File: src/rtl/lcd_bus_arbiter_pkg.sv
// lcd_bus_arbiter_pkg: shared FSM states, LCD command codes and long-settle command detection
package lcd_bus_arbiter_pkg;

    typedef enum logic [2:0] {
        S_IDLE,
        S_HI_STB,
        S_HI_GAP,
        S_LO_STB,
        S_LO_GAP,
        S_WAIT
    } state_t;

    localparam logic [7:0] LCD_CMD_CLEAR = 8'h01;
    localparam logic [7:0] LCD_CMD_HOME  = 8'h02;

    // Clear/home style commands need the long settle time before the next byte
    function automatic logic is_long_cmd(input logic cmd_rs, input logic [7:0] cmd);
        return !cmd_rs && (cmd == LCD_CMD_CLEAR || cmd == LCD_CMD_HOME || cmd == 8'h03);
    endfunction

endpackage

File: src/rtl/lcd_bus_arbiter_if.sv
// lcd_bus_arbiter_if: requester handshake and 4-bit LCD bus bundle
interface lcd_bus_arbiter_if #(
    parameter int NUM_REQ = 2
);
    logic [NUM_REQ-1:0]   req_valid;
    logic [NUM_REQ-1:0]   req_rs;
    logic [8*NUM_REQ-1:0] req_data;
    logic [NUM_REQ-1:0]   req_lock;
    logic [NUM_REQ-1:0]   req_ready;
    logic [NUM_REQ-1:0]   grant;
    logic                 busy;
    logic                 en;
    logic                 rs;
    logic [3:0]           data;

    modport master (
        output req_valid, req_rs, req_data, req_lock,
        input  req_ready, grant, busy, en, rs, data
    );

    modport slave (
        input  req_valid, req_rs, req_data, req_lock,
        output req_ready, grant, busy, en, rs, data
    );
endinterface

File: src/rtl/lcd_bus_arbiter_rr_arbiter.sv
// lcd_rr_arbiter: round-robin pick of the first valid requester at/after a registered pointer
module lcd_rr_arbiter #(
    parameter int NUM_REQ = 2,
    parameter int IW      = 1
) (
    input  logic               clk,
    input  logic               reset,
    input  logic [NUM_REQ-1:0] valid,
    input  logic               advance,
    input  logic [IW-1:0]      last,
    output logic [NUM_REQ-1:0] pick,
    output logic [IW-1:0]      pick_idx,
    output logic               any
);
    logic [IW-1:0] ptr;
    logic [IW-1:0] k;

    // Pointer moves one past the owner that just released the bus
    always_ff @(posedge clk or posedge reset) begin
        if (reset)
            ptr <= '0;
        else if (advance)
            ptr <= (int'(last) == NUM_REQ - 1) ? '0 : last + 1'b1;
    end

    // Scan from the farthest offset down so the nearest valid requester wins
    always_comb begin
        pick_idx = '0;
        any      = 1'b0;
        k        = '0;
        for (int i = NUM_REQ - 1; i >= 0; i--) begin
            k = IW'((int'(ptr) + i) % NUM_REQ);
            if (valid[k]) begin
                pick_idx = k;
                any      = 1'b1;
            end
        end
        pick = NUM_REQ'(any) << pick_idx;
    end
endmodule

File: src/rtl/lcd_bus_arbiter.sv
// lcd_bus_arbiter: shares a 4-bit HD44780 bus between byte requesters; LCD_ARB_LOCK_TIMEOUT_EN enables idle-lock timeout
module lcd_bus_arbiter
    import lcd_bus_arbiter_pkg::*;
#(
    parameter int NUM_REQ    = 2,
    parameter int SHORT_WAIT = 1,
    parameter int LONG_WAIT  = 2
`ifdef LCD_ARB_LOCK_TIMEOUT_EN
    ,
    parameter int LOCK_TIMEOUT = 8
`endif
) (
    input logic               clk,
    input logic               reset,
    lcd_bus_arbiter_if.slave  bus
);
    localparam int IW = (NUM_REQ > 2) ? 2 : 1;

    state_t             state, state_n;
    logic [NUM_REQ-1:0] grant_q;
    logic [IW-1:0]      gidx;
    logic               gvld;
    logic [3:0]         lo_q;
    logic [3:0]         data_q;
    logic               rs_q;
    logic               long_q;
    logic [7:0]         wcnt;
    int                 wait_len;
    logic               accept;
    logic               release_g;
    logic [7:0]         sel_byte;
    logic               sel_valid;
    logic               sel_lock;
    logic               sel_rs;
    logic [NUM_REQ-1:0] pick;
    logic [IW-1:0]      pick_idx;
    logic               pick_any;
    logic               tout;

    assign gvld      = |grant_q;
    assign sel_valid = bus.req_valid[gidx];
    assign sel_lock  = bus.req_lock[gidx];
    assign sel_rs    = bus.req_rs[gidx];
    assign wait_len  = long_q ? LONG_WAIT : SHORT_WAIT;

    // Byte lane of the current grantee
    always_comb begin
        sel_byte = '0;
        for (int i = 0; i < NUM_REQ; i++)
            if (gidx == IW'(i)) sel_byte = bus.req_data[8*i +: 8];
    end

    lcd_rr_arbiter #(.NUM_REQ(NUM_REQ), .IW(IW)) u_rr (
        .clk      (clk),
        .reset    (reset),
        .valid    (bus.req_valid),
        .advance  (release_g),
        .last     (gidx),
        .pick     (pick),
        .pick_idx (pick_idx),
        .any      (pick_any)
    );

`ifdef LCD_ARB_LOCK_TIMEOUT_EN
    logic [15:0] tcnt;
    assign tout = state == S_IDLE && gvld && !sel_valid && sel_lock && int'(tcnt) >= LOCK_TIMEOUT - 1;
    // Counts idle cycles a locked grantee holds the bus without offering a byte
    always_ff @(posedge clk or posedge reset) begin
        if (reset)
            tcnt <= '0;
        else
            tcnt <= (state == S_IDLE && gvld && !sel_valid && sel_lock && !tout) ? tcnt + 1'b1 : '0;
    end
`else
    assign tout = 1'b0;
`endif

    // FSM state register
    always_ff @(posedge clk or posedge reset) begin
        if (reset)
            state <= S_IDLE;
        else
            state <= state_n;
    end

    // Next state, accept and grant release; unlocked grantees release on every return to idle
    always_comb begin
        state_n   = state;
        accept    = 1'b0;
        release_g = 1'b0;
        case (state)
            S_IDLE: begin
                accept    = gvld && sel_valid;
                release_g = gvld && !sel_valid && (!sel_lock || tout);
                state_n   = accept ? S_HI_STB : S_IDLE;
            end
            S_HI_STB: state_n = S_HI_GAP;
            S_HI_GAP: state_n = S_LO_STB;
            S_LO_STB: state_n = S_LO_GAP;
            S_LO_GAP: state_n = (wait_len == 0) ? S_IDLE : S_WAIT;
            S_WAIT:   state_n = (int'(wcnt) >= wait_len - 1) ? S_IDLE : S_WAIT;
            default:  state_n = S_IDLE;
        endcase
        if (state != S_IDLE && state_n == S_IDLE) release_g = !sel_lock;
    end

    // Byte latch, nibble sequencing, settle counter and grant ownership
    always_ff @(posedge clk or posedge reset) begin
        if (reset) begin
            grant_q <= '0;
            gidx    <= '0;
            lo_q    <= '0;
            data_q  <= '0;
            rs_q    <= 1'b0;
            long_q  <= 1'b0;
            wcnt    <= '0;
        end else begin
            wcnt <= (state == S_WAIT) ? wcnt + 1'b1 : '0;
            if (accept) begin
                rs_q   <= sel_rs;
                data_q <= sel_byte[7:4];
                lo_q   <= sel_byte[3:0];
                long_q <= is_long_cmd(sel_rs, sel_byte);
            end
            if (state == S_HI_GAP) data_q <= lo_q;
            if (release_g)
                grant_q <= '0;
            else if (state == S_IDLE && !gvld && pick_any) begin
                grant_q <= pick;
                gidx    <= pick_idx;
            end
        end
    end

    assign bus.req_ready = accept ? grant_q : '0;
    assign bus.grant     = grant_q;
    assign bus.busy      = state != S_IDLE;
    assign bus.en        = state == S_HI_STB || state == S_LO_STB;
    assign bus.rs        = rs_q;
    assign bus.data      = data_q;
endmodule

File: src/flat_wrapper.sv
// flat-port wrapper written by rule: the top's interface ports become plain ports
module lcd_bus_arbiter_flat import lcd_bus_arbiter_pkg::*;
#(
    parameter int NUM_REQ    = 2,
    parameter int SHORT_WAIT = 1,
    parameter int LONG_WAIT  = 2

)
  (clk, reset, bus_req_valid, bus_req_rs, bus_req_data, bus_req_lock, bus_req_ready, bus_grant, bus_busy, bus_en, bus_rs, bus_data);
  lcd_bus_arbiter_if #(.NUM_REQ(NUM_REQ)) bus_i ();
  input logic clk;
  input logic reset;
  input wire logic [$bits(bus_i.req_valid)-1:0] bus_req_valid;
  input wire logic [$bits(bus_i.req_rs)-1:0] bus_req_rs;
  input wire logic [$bits(bus_i.req_data)-1:0] bus_req_data;
  input wire logic [$bits(bus_i.req_lock)-1:0] bus_req_lock;
  output wire logic [$bits(bus_i.req_ready)-1:0] bus_req_ready;
  output wire logic [$bits(bus_i.grant)-1:0] bus_grant;
  output wire logic [$bits(bus_i.busy)-1:0] bus_busy;
  output wire logic [$bits(bus_i.en)-1:0] bus_en;
  output wire logic [$bits(bus_i.rs)-1:0] bus_rs;
  output wire logic [$bits(bus_i.data)-1:0] bus_data;
  assign bus_i.req_valid = bus_req_valid;
  assign bus_i.req_rs = bus_req_rs;
  assign bus_i.req_data = bus_req_data;
  assign bus_i.req_lock = bus_req_lock;
  assign bus_req_ready = bus_i.req_ready;
  assign bus_grant = bus_i.grant;
  assign bus_busy = bus_i.busy;
  assign bus_en = bus_i.en;
  assign bus_rs = bus_i.rs;
  assign bus_data = bus_i.data;
  lcd_bus_arbiter #(.NUM_REQ(NUM_REQ), .SHORT_WAIT(SHORT_WAIT), .LONG_WAIT(LONG_WAIT)) u_core (.clk(clk), .reset(reset), .bus(bus_i));
endmodule
File: config.mk
export PLATFORM = sky130hd
export DESIGN_NAME = lcd_bus_arbiter_flat
export DESIGN_NICKNAME = d
export VERILOG_FILES = /design/src/rtl/lcd_bus_arbiter_pkg.sv /design/src/rtl/lcd_bus_arbiter_if.sv /design/src/rtl/lcd_bus_arbiter_rr_arbiter.sv /design/src/rtl/lcd_bus_arbiter.sv /design/src/flat_wrapper.sv
export SDC_FILE = /design/constraint.sdc
export NUM_CORES = 1
export LEC_CHECK = 0
export CAP_MARGIN = 20
export CORE_MARGIN = 2
export CORE_UTILIZATION = 30
export DETAILED_ROUTE_END_ITERATION = 7
export PLACE_DENSITY = 0.53
export SLEW_MARGIN = 30
export SYNTH_ARGS = -nofsm -noshare
export SYNTH_HDL_FRONTEND = slang
export SYNTH_SLANG_ARGS = --single-unit
export TNS_END_PERCENT = 10
File: constraint.sdc
create_clock -name clk -period 1.6 [get_ports clk]
set_input_delay 0.32 -clock clk [delete_from_list [all_inputs] [get_ports clk]]
set_output_delay 0.32 -clock clk [all_outputs]
set_load 0.01 [all_outputs]
==> flow_summary.toml, run 1 <==
[critical_path]
critPathKind = "reg -> out"
crit_fanout = 3
crit_path_end_kind = "output pin"
cp.required_ps = 1280
timing.rr.start = "u_core.state[0]$_DFF_PP0_"
cp.arrival_ps = 1440
r2r_setup_slack_ps = -40
reg2reg_to = "u_core.lo_q[2]$_DFFE_PP0P_"
rr_worst_depth = 6
startpoint_type = "register"

[placement]
placed_area_um2 = 1890
place_ws_ps = -569
place_congestion = 0.838
hpwl_mm = 2.54
port_buffers = 34

[sta]
fin_crit_sh_pct = 110
slew_violations = 0
period_needed_ps = 1760
finalHoldViolCount = 0
skew_ps = 1.45
worst_slack_ps = -156
hold_slack_ps = 401
setup_viol = 4
slew_headroom_pct = 78.1
tightest_slew_ps = 326
fmaxAchievable_ghz = 0.569
rsz0062_at_grt = "yes"

[layout]
syn2layout_area_growth_pct = 41.9
post-route-util_pct = 45.0
nets = 224
drive_above_1_share_pct = 23.4
num_antenna_cells = 0
fin_area_um2 = 2000

[power_and_ir_drop]
leakage_uw = 0.000867
ir_drop_v = 0.000553
power_density_nw_per_um2 = 1550

[logic_synthesis]
synth_top_family_by_area = "simple AND/OR/NAND/NOR gates"
synth_xor_area_share_pct = 4.35
synth_adder_area_share_pct = 1.77
synth_compound_gate_area_share_pct = 9.67
async_flop_share_pct = 100
synth_nets = 171
synth_mux_area_share_pct = 11.2
syn_area_um2 = 1410
synthSimpleGateAreaFrac_pct = 24.0
ys.flop_type = "dfrtp_1"
ys_seq_elements = 25
avgSynthCellArea_um2 = 9.72
syn_inst = 145
synthDistinctLibCells = 40
synth-edff-count = 0
yosys_warnings = 0
ys_seq_area_share_pct = 44.4

[drt]
antenna_left = 0
wl_per_cell_um = 13.7
viasPerCell = 4.92
dr.first_iter.drc_count = 58
routed_wirelength_mm = 3.40
dr.pass1.iters = 4
remaining_drc_errors = 0
vias = 1225

[floorplanning]
boundaryPins = 35
die_x_um = 72.6
die_y_um = 72.6
rows = 24
core_um2 = 4440
start_util_pct = 31.7
design.die.area_um2 = 5260

[global_routing]
grt_pass1_vias = 1252
grt_antenna_before_repair = 0
grt_overflow = 0
grt_pass1_wl_mm = 5.73
grt_usage_pct = 13.5
grt_max_degree = 26

[outcome]
violations = "negative setup slack"
status = "finished, violations left"

[clock_tree]
path_clk_slew_ps = 80
cts.path.max_buffers = 2
cts_tree = "built"
cts_max_level = 1
cts_made_buffers = 3
cts-root-buf = "clkbuf_8"
insertion_delay_ps = 260
cts.sinks = 25
hold_buffers = 0

[hold_path]
hold_path.class = "in -> async"

[job]
cap_violations = 0
-- worst max path at each step --
stage / startpoint / to / slack, ps / depth (start not counted)
2_1_floorplan: u_core.state[0]$_DFF_PP0_ / bus_req_ready[0] / -150 / 6
3_5_place_dp: bus_req_valid[1] / bus_req_ready[1] / -570 / 5
4_1_cts: u_core.state[2]$_DFF_PP0_ / bus_req_ready[0] / -180 / 5
6_report: u_core.state[0]$_DFF_PP0_ / bus_req_ready[1] / -160 / 5
5_1_grt: u_core.state[0]$_DFF_PP0_ / bus_req_ready[0] / -240 / 5
3_3_place_gp: bus_req_valid[1] / bus_req_ready[1] / -560 / 5
-- layout by cell type, fill, tap and decap left out, drive strengths merged, types with 3 or more instances in the layout --
| cell | netlist | layout |
|---|---|---|
| clkdlybuf4s50 | 0 | 27 |
| dfrtp | 25 | 25 |
| buf | 6 | 24 |
| nor2 | 21 | 21 |
| nand2 | 10 | 10 |
| mux2i | 9 | 9 |
| nand3 | 7 | 7 |
| a21oi | 7 | 7 |
| o21ai | 7 | 7 |
| mux2 | 6 | 6 |
| xor2 | 5 | 5 |
| inv | 5 | 5 |
| clkbuf | 1 | 5 |
| nor3 | 4 | 4 |
| nor2b | 3 | 3 |
| and2 | 3 | 3 |
-- sequential cells by signal, summed over array words and instances, names as in the netlist --
name,flops
u_core.gidx,1
u_core.u_rr.ptr,1
u_core.bus.data,4
u_core.long_q,1
u_core.bus.grant,2
u_core.state,3
u_core.lo_q,4
u_core.bus.rs,1
u_core.wcnt,8
-- final cells by class --
class,instances,area (um2)
multi-input combinational,108,733
tap,52,65.1
clock buffer,4,45.0
inverter,5,18.8
timing repair buffer,55,513
fill,441,2440
sequential,25,626
-- logic make-up after synthesis --
group | count (synthesis)
AO/OA/AOI/OAI | 22
AND/OR/NAND/NOR | 62
multiplexers | 15
flip-flops | 25
XOR/XNOR | 7
buffers and inverters | 12
adder cells (fa/ha/maj) | 2
-- where the power goes --
part           leakage, uW  switching, uW  total (uW)  internal, uW
Sequential        0.000314            129         963           834
Combinational     0.000530            806        1770           959
Clock            0.0000228            189         366           178
-- critical path, cell delays in order (launching register included) --
cell and delay [ps]:
dfrtp_1 410, nor3_4 250, inv_2 80, nor3_4 160, and2_4 180, buf_6 90
-- per-layer routing --
metal	global-route usage [%]	share of wire, %	up-vias
met5	0	0	-
met4	2.67	0	0
met3	2.78	6.4	0
met2	22.4	48	35
met1	18.2	46	581
li1	-	-	609
-- cell usage after synthesis (2+ instances only) --
master | n | share of area [%]
dfrtp_1 | 25 | 44
nor2b_1 | 3 | 1.3
nor3b_1 | 2 | 1.1
and2_1 | 2 | 0.89
buf_6 | 2 | 1.6
a21oi_1 | 7 | 2.5
nor3_4 | 2 | 2.3
nand2_1 | 10 | 2.7
o21ai_0 | 3 | 1.1
and3_1 | 2 | 0.89
nor2_1 | 21 | 5.6
nor3_1 | 2 | 0.71
mux2_2 | 6 | 4.8
o21ai_1 | 4 | 1.4
buf_2 | 2 | 0.71
nor4_1 | 2 | 0.89
o2111ai_1 | 2 | 1.2
xor2_1 | 5 | 3.1
xnor2_1 | 2 | 1.2
nand3_1 | 7 | 2.5
mux2i_1 | 9 | 6.4
ha_1 | 2 | 1.8
o211ai_1 | 2 | 1.1
nand3b_1 | 2 | 1.1
inv_1 | 4 | 1.1
-- per-stage QoR --
step / TNS, ps / std cells / total power, uW
final: -453 / 249 / 3090
after global placement: -2730 / 240 / 2540
after global routing: -1130 / 249 / 3330
after CTS: -497 / 247 / 3050
after floorplan: -204 / 145 / 1940
after detailed placement: -3070 / 240 / 2580
-- what timing repair did --
item	4_1_cts	5_1_grt
setup endpoints to repair	7	12
gates resized for setup	23	6
setup buffers	3	2
pin swaps	4	5
hold endpoints to repair	0	0
Power figures use the tool's default switching activity.
==> run 2: changes to the inputs <==
- CORE_UTILIZATION: 30 -> 44
- PLACE_DENSITY: 0.53 -> 0.73
==> flow_summary.toml, run 2 (synthesis gave the netlist of run 1 again) <==
[global_routing]
grt_pass1_wl_mm = 4.97
grt_usage_pct = 17.9
grt_overflow = 0
grt_max_degree = 26
grt_pass1_vias = 1204
grt_antenna_before_repair = 0

[power_and_ir_drop]
leakage_uw = 0.000853
p_total_uw = 2790
p_sw_share_pct = 37.3
ir_drop_v = 0.000564
p_int_uw = 1750
clkPwrFrac_pct = 10.1
p_sw_uw = 1040
comb_power_share_pct = 55.6
power_density_nw_per_um2 = 1450
p_seq_share_pct = 34.3

[sta]
slew_violations = 0
period_needed_ps = 1790
setup_viol = 3
slew_headroom_pct = 76.0
tns_ps = -441
rsz0062_at_grt = "yes"
skew_ps = 1.37
worst_slack_ps = -193
fin_crit_sh_pct = 112
hold_slack_ps = 348
finalHoldViolCount = 0
fmaxAchievable_ghz = 0.558
tightest_slew_ps = 357

[layout]
num_antenna_cells = 0
nets = 219
drive_above_1_share_pct = 21.4
n_fill_cell = 278
syn2layout_area_growth_pct = 36.3
final_cell_mix = "25 x clkdlybuf4s50_1, 25 x dfrtp_1, 21 x nor2_1, 15 x buf_4, 10 x nand2_1"
largest_register_ffs = 8
fin_cells = 236
regMostFlops = "u_core.wcnt"
fin_area_um2 = 1920

[critical_path]
cp.required_ps = 1280
cpLargestDelayFamily = "simple AND/OR/NAND/NOR gates"
critPathKind = "reg -> out"
critPathSlowestCell = "dfrtp_1"
path_cells = "nor3_4, inv_2, nor3_4, and2_4, buf_6"
worst-path-buf-inv = 2
crit_path_end_kind = "output pin"
cp.arrival_ps = 1470
crit_fanout = 3
crit_top_cell = "nor3_4"
startpoint_type = "register"
slowest_delay_ps = 450

[floorplanning]
die_x_um = 60.6
design.die.area_um2 = 3670
boundaryPins = 35
start_util_pct = 46.2
rows = 20
core_um2 = 3050
die_y_um = 60.6

[clock_tree]
cts.path.max_buffers = 2
hold_buffers = 0
path_clk_slew_ps = 140
insertion_delay_ps = 310
cts.sinks = 25
cts_tree = "built"
cts_max_level = 1
cts_made_buffers = 3
cts-root-buf = "clkbuf_4"

[placement]
dp.cells = 231
port_buffers = 34
placed_area_um2 = 1870
hpwl_mm = 2.36
place_congestion = 0.793

[drt]
wl_per_cell_um = 12.8
viasPerCell = 5.18
vias = 1222
antenna_left = 0
remaining_drc_errors = 0
dr.first_iter.drc_count = 40
dr.pass1.iters = 6
routed_wirelength_mm = 3.02

[hold_path]
hold_path.class = "in -> async"

[outcome]
violations = "negative setup slack"
status = "finished, violations left"

[job]
cap_violations = 0
-- run 2: layout make-up --
class                      count  area (um2)  area share (%)
clock buffer                   3        22.5            1.17
clock inverter                 1        5.00           0.260
inverter                       5        18.8           0.977
multi-input combinational    108         729            38.0
sequential                    25         626            32.6
tap                           44        55.1            2.86
timing repair buffer          50         465            24.2
-- run 2: tightest hold or removal path, stage by stage --
cell             delay (ps)
clkdlybuf4s50_1         410
inv_1                    50
buf_4                   300
-- run 2: per-stage QoR --
| stage | util (%) | setup WS (ps) |
|---|---|---|
| after floorplan | - | -149 |
| after global placement | 61.4 | -547 |
| after detailed placement | 61.4 | -586 |
| after CTS | 62.7 | -242 |
| after global routing | 63.0 | -293 |
| final | 63.0 | -193 |
-- run 2: routing by layer --
metal | global-route usage (%) | wire length, um | vias to the layer above
li1 | - | - | 608
met2 | 31.6 | 1450 | 42
met1 | 22.4 | 1360 | 566
met3 | 2.35 | 166 | 6
met5 | 0 | 0 | -
met4 | 6.52 | 44 | 0
-- run 2: power groups by stage --
stage	Sequential, uW	Combinational [uW]	Clock, uW
3_3_place_gp	957	1530	0
4_1_cts	960	1580	293
6_report	956	1550	283
5_1_grt	980	1720	318
3_5_place_dp	971	1570	0
2_1_floorplan	979	965	0
-- run 2: final timing paths --
check | from | end | slack (ps) | depth (start not counted)
hold reg to reg | u_core.lo_q[3]$_DFFE_PP0P_ | u_core.bus.data[3]$_DFFE_PP0P_ | 510 | 2
max in group asynchronous | reset | u_core.bus.data[3]$_DFFE_PP0P_ | 1020 | 3
min in group clk | u_core.lo_q[3]$_DFFE_PP0P_ | u_core.bus.data[3]$_DFFE_PP0P_ | 510 | 2
setup reg to reg | u_core.state[0]$_DFF_PP0_ | u_core.lo_q[2]$_DFFE_PP0P_ | 20 | 5
hold / removal | reset | u_core.wcnt[3]$_DFF_PP0_ | 350 | 3
setup / recovery | u_core.state[0]$_DFF_PP0_ | bus_req_ready[1] | -190 | 5
-- run 2: what timing repair did --
action / 4_1_cts / 5_1_grt
buffers inserted: 1 / 0
endpoints found under the setup margin: 6 / 13
gates resized for setup: 19 / 6
pin swaps: 4 / 4
==> run 3: changes to the inputs <==
- CORE_UTILIZATION: 44 -> 45
- DONT_BUFFER_PORTS: default -> 1
- MAX_ROUTING_LAYER: default -> met4
- PLACE_DENSITY: 0.73 -> 0.6
==> flow_summary.toml, run 3 (synthesis gave the netlist of run 1 again) <==
[outcome]
status = "finished, violations left"
violations = "negative setup slack"

[sta]
slew_violations = 0
tightest_slew_ps = 397
fmaxAchievable_ghz = 0.594
tns_ps = -163
skew_ps = 7.17
setup_viol = 2
worst_slack_ps = -82.3
rsz0062_at_grt = "yes"
slew_headroom_pct = 72.8
fin_crit_sh_pct = 105
period_needed_ps = 1680
finalHoldViolCount = 0

[layout]
multi_input_area_um2 = 732
syn2layout_area_growth_pct = 14.0
drive_above_1_share_pct = 23.8
final_cell_mix = "25 x dfrtp_1, 21 x nor2_1, 16 x buf_4, 10 x nand2_1, 9 x mux2i_1"
layout_commonest_cell = "dfrtp_1"
num_antenna_cells = 0
nets = 187
largest_register_ffs = 8
regArea_um2 = 626
regMostFlops = "u_core.wcnt"
post-route-util_pct = 53.1
n_fill_cell = 276

[floorplanning]
design.die.area_um2 = 3600
core_um2 = 3030
rows = 20
boundaryPins = 35
start_util_pct = 46.6
die_x_um = 60.0
die_y_um = 60.0

[drt]
wl_per_cell_um = 13.3
wl_met3_um = 140
routed_wirelength_mm = 2.71
dr.first_iter.drc_count = 20
viasPerCell = 5.28
remaining_drc_errors = 0
dr.pass1.iters = 4
antenna_left = 0
top_layer_used = "met4"
wl_met1_mm = 1.25
wl_met2_mm = 1.31
vias = 1078

[clock_tree]
path_clk_slew_ps = 130
cts_tree = "built"
insertion_delay_ps = 310
cts_made_buffers = 3
cts.sinks = 25
cts-root-buf = "clkbuf_4"
cts.path.max_buffers = 2
cts_max_level = 1

[global_routing]
grt_max_degree = 26
grt_antenna_before_repair = 0
grt_overflow = 0
grt_pass1_vias = 1072
grt_usage_pct = 17.6
grt_pass1_wl_mm = 4.63

[placement]
place_ws_ps = 93.9
place_congestion = 0.851
hpwl_mm = 2.09
port_buffers = 0

[power_and_ir_drop]
power_density_nw_per_um2 = 1630
leakage_uw = 0.000695
ir_drop_v = 0.000761
p_total_uw = 2620

[critical_path]
cp.arrival_ps = 1360
critPathKind = "reg -> out"
crit_path_end_kind = "output pin"
crit_fanout = 3
cp.required_ps = 1280
startpoint_type = "register"

[job]
cap_violations = 0

[hold_path]
hold_path.class = "in -> reg"
==> run 3: per-stage QoR <==
step	instances	hold WS [ps]	cell area [um2]
2_1_floorplan	145	347	1420
6_report	204	177	1610
3_5_place_dp	196	284	1540
4_1_cts	202	160	1580
5_1_grt	204	154	1610
3_3_place_gp	196	280	1540
==> run 3: worst max-delay path: stages (launching register included) <==
cell     delay (ps)
dfrtp_1         430
nor3_4          220
inv_2            80
nor3_4          150
and2_4          180
==> run 3: final cells by class <==
| class | instances | area share [%] |
|---|---|---|
| clock buffers | 4 | 1.63 |
| inverters | 5 | 1.17 |
| multi-input cells | 108 | 45.5 |
| flip-flops and latches | 25 | 38.9 |
| well taps | 44 | 3.42 |
| repair buffers | 18 | 9.34 |
==> run 3: final timing paths <==
kind | end | slack [ps] | cells past startpoint | start
worst max-delay path | bus_req_ready[1] | -80 | 4 | u_core.state[1]$_DFF_PP0_
worst min-delay path | u_core.gidx$_DFFE_PP0P_ | 180 | 2 | bus_req_valid[1]
worst max register to register | u_core.lo_q[2]$_DFFE_PP0P_ | 20 | 6 | u_core.state[1]$_DFF_PP0_
worst min register to register | u_core.bus.data[0]$_DFFE_PP0P_ | 510 | 2 | u_core.lo_q[0]$_DFFE_PP0P_
max in group asynchronous | u_core.gidx$_DFFE_PP0P_ | 890 | 3 | reset
min in group asynchronous | u_core.wcnt[5]$_DFF_PP0_ | 470 | 3 | reset
==> run 3: what timing repair did <==
item | in CTS | in global routing
cloned | 0 | 0
setup endpoints to repair | 2 | 8
pin swaps | 1 | 5
hold buffers | 1 | 0
gates resized for setup | 1 | 3
buffers inserted | 1 | 2
endpoints found under the hold margin | 25 | 0
==> run 3: per-layer routing <==
metal,GRT usage [%],up-vias
met1,25.2,511
li1,-,536
met5,-,-
met3,2.16,2
met4,4.76,0
met2,26.6,29
==> run 3: report_power, final <==
| part | switching (uW) | internal [uW] |
|---|---|---|
| Clock | 179 | 97.2 |
| Combinational | 664 | 682 |
| Sequential | 164 | 833 |
| Total | 1010 | 1610 |
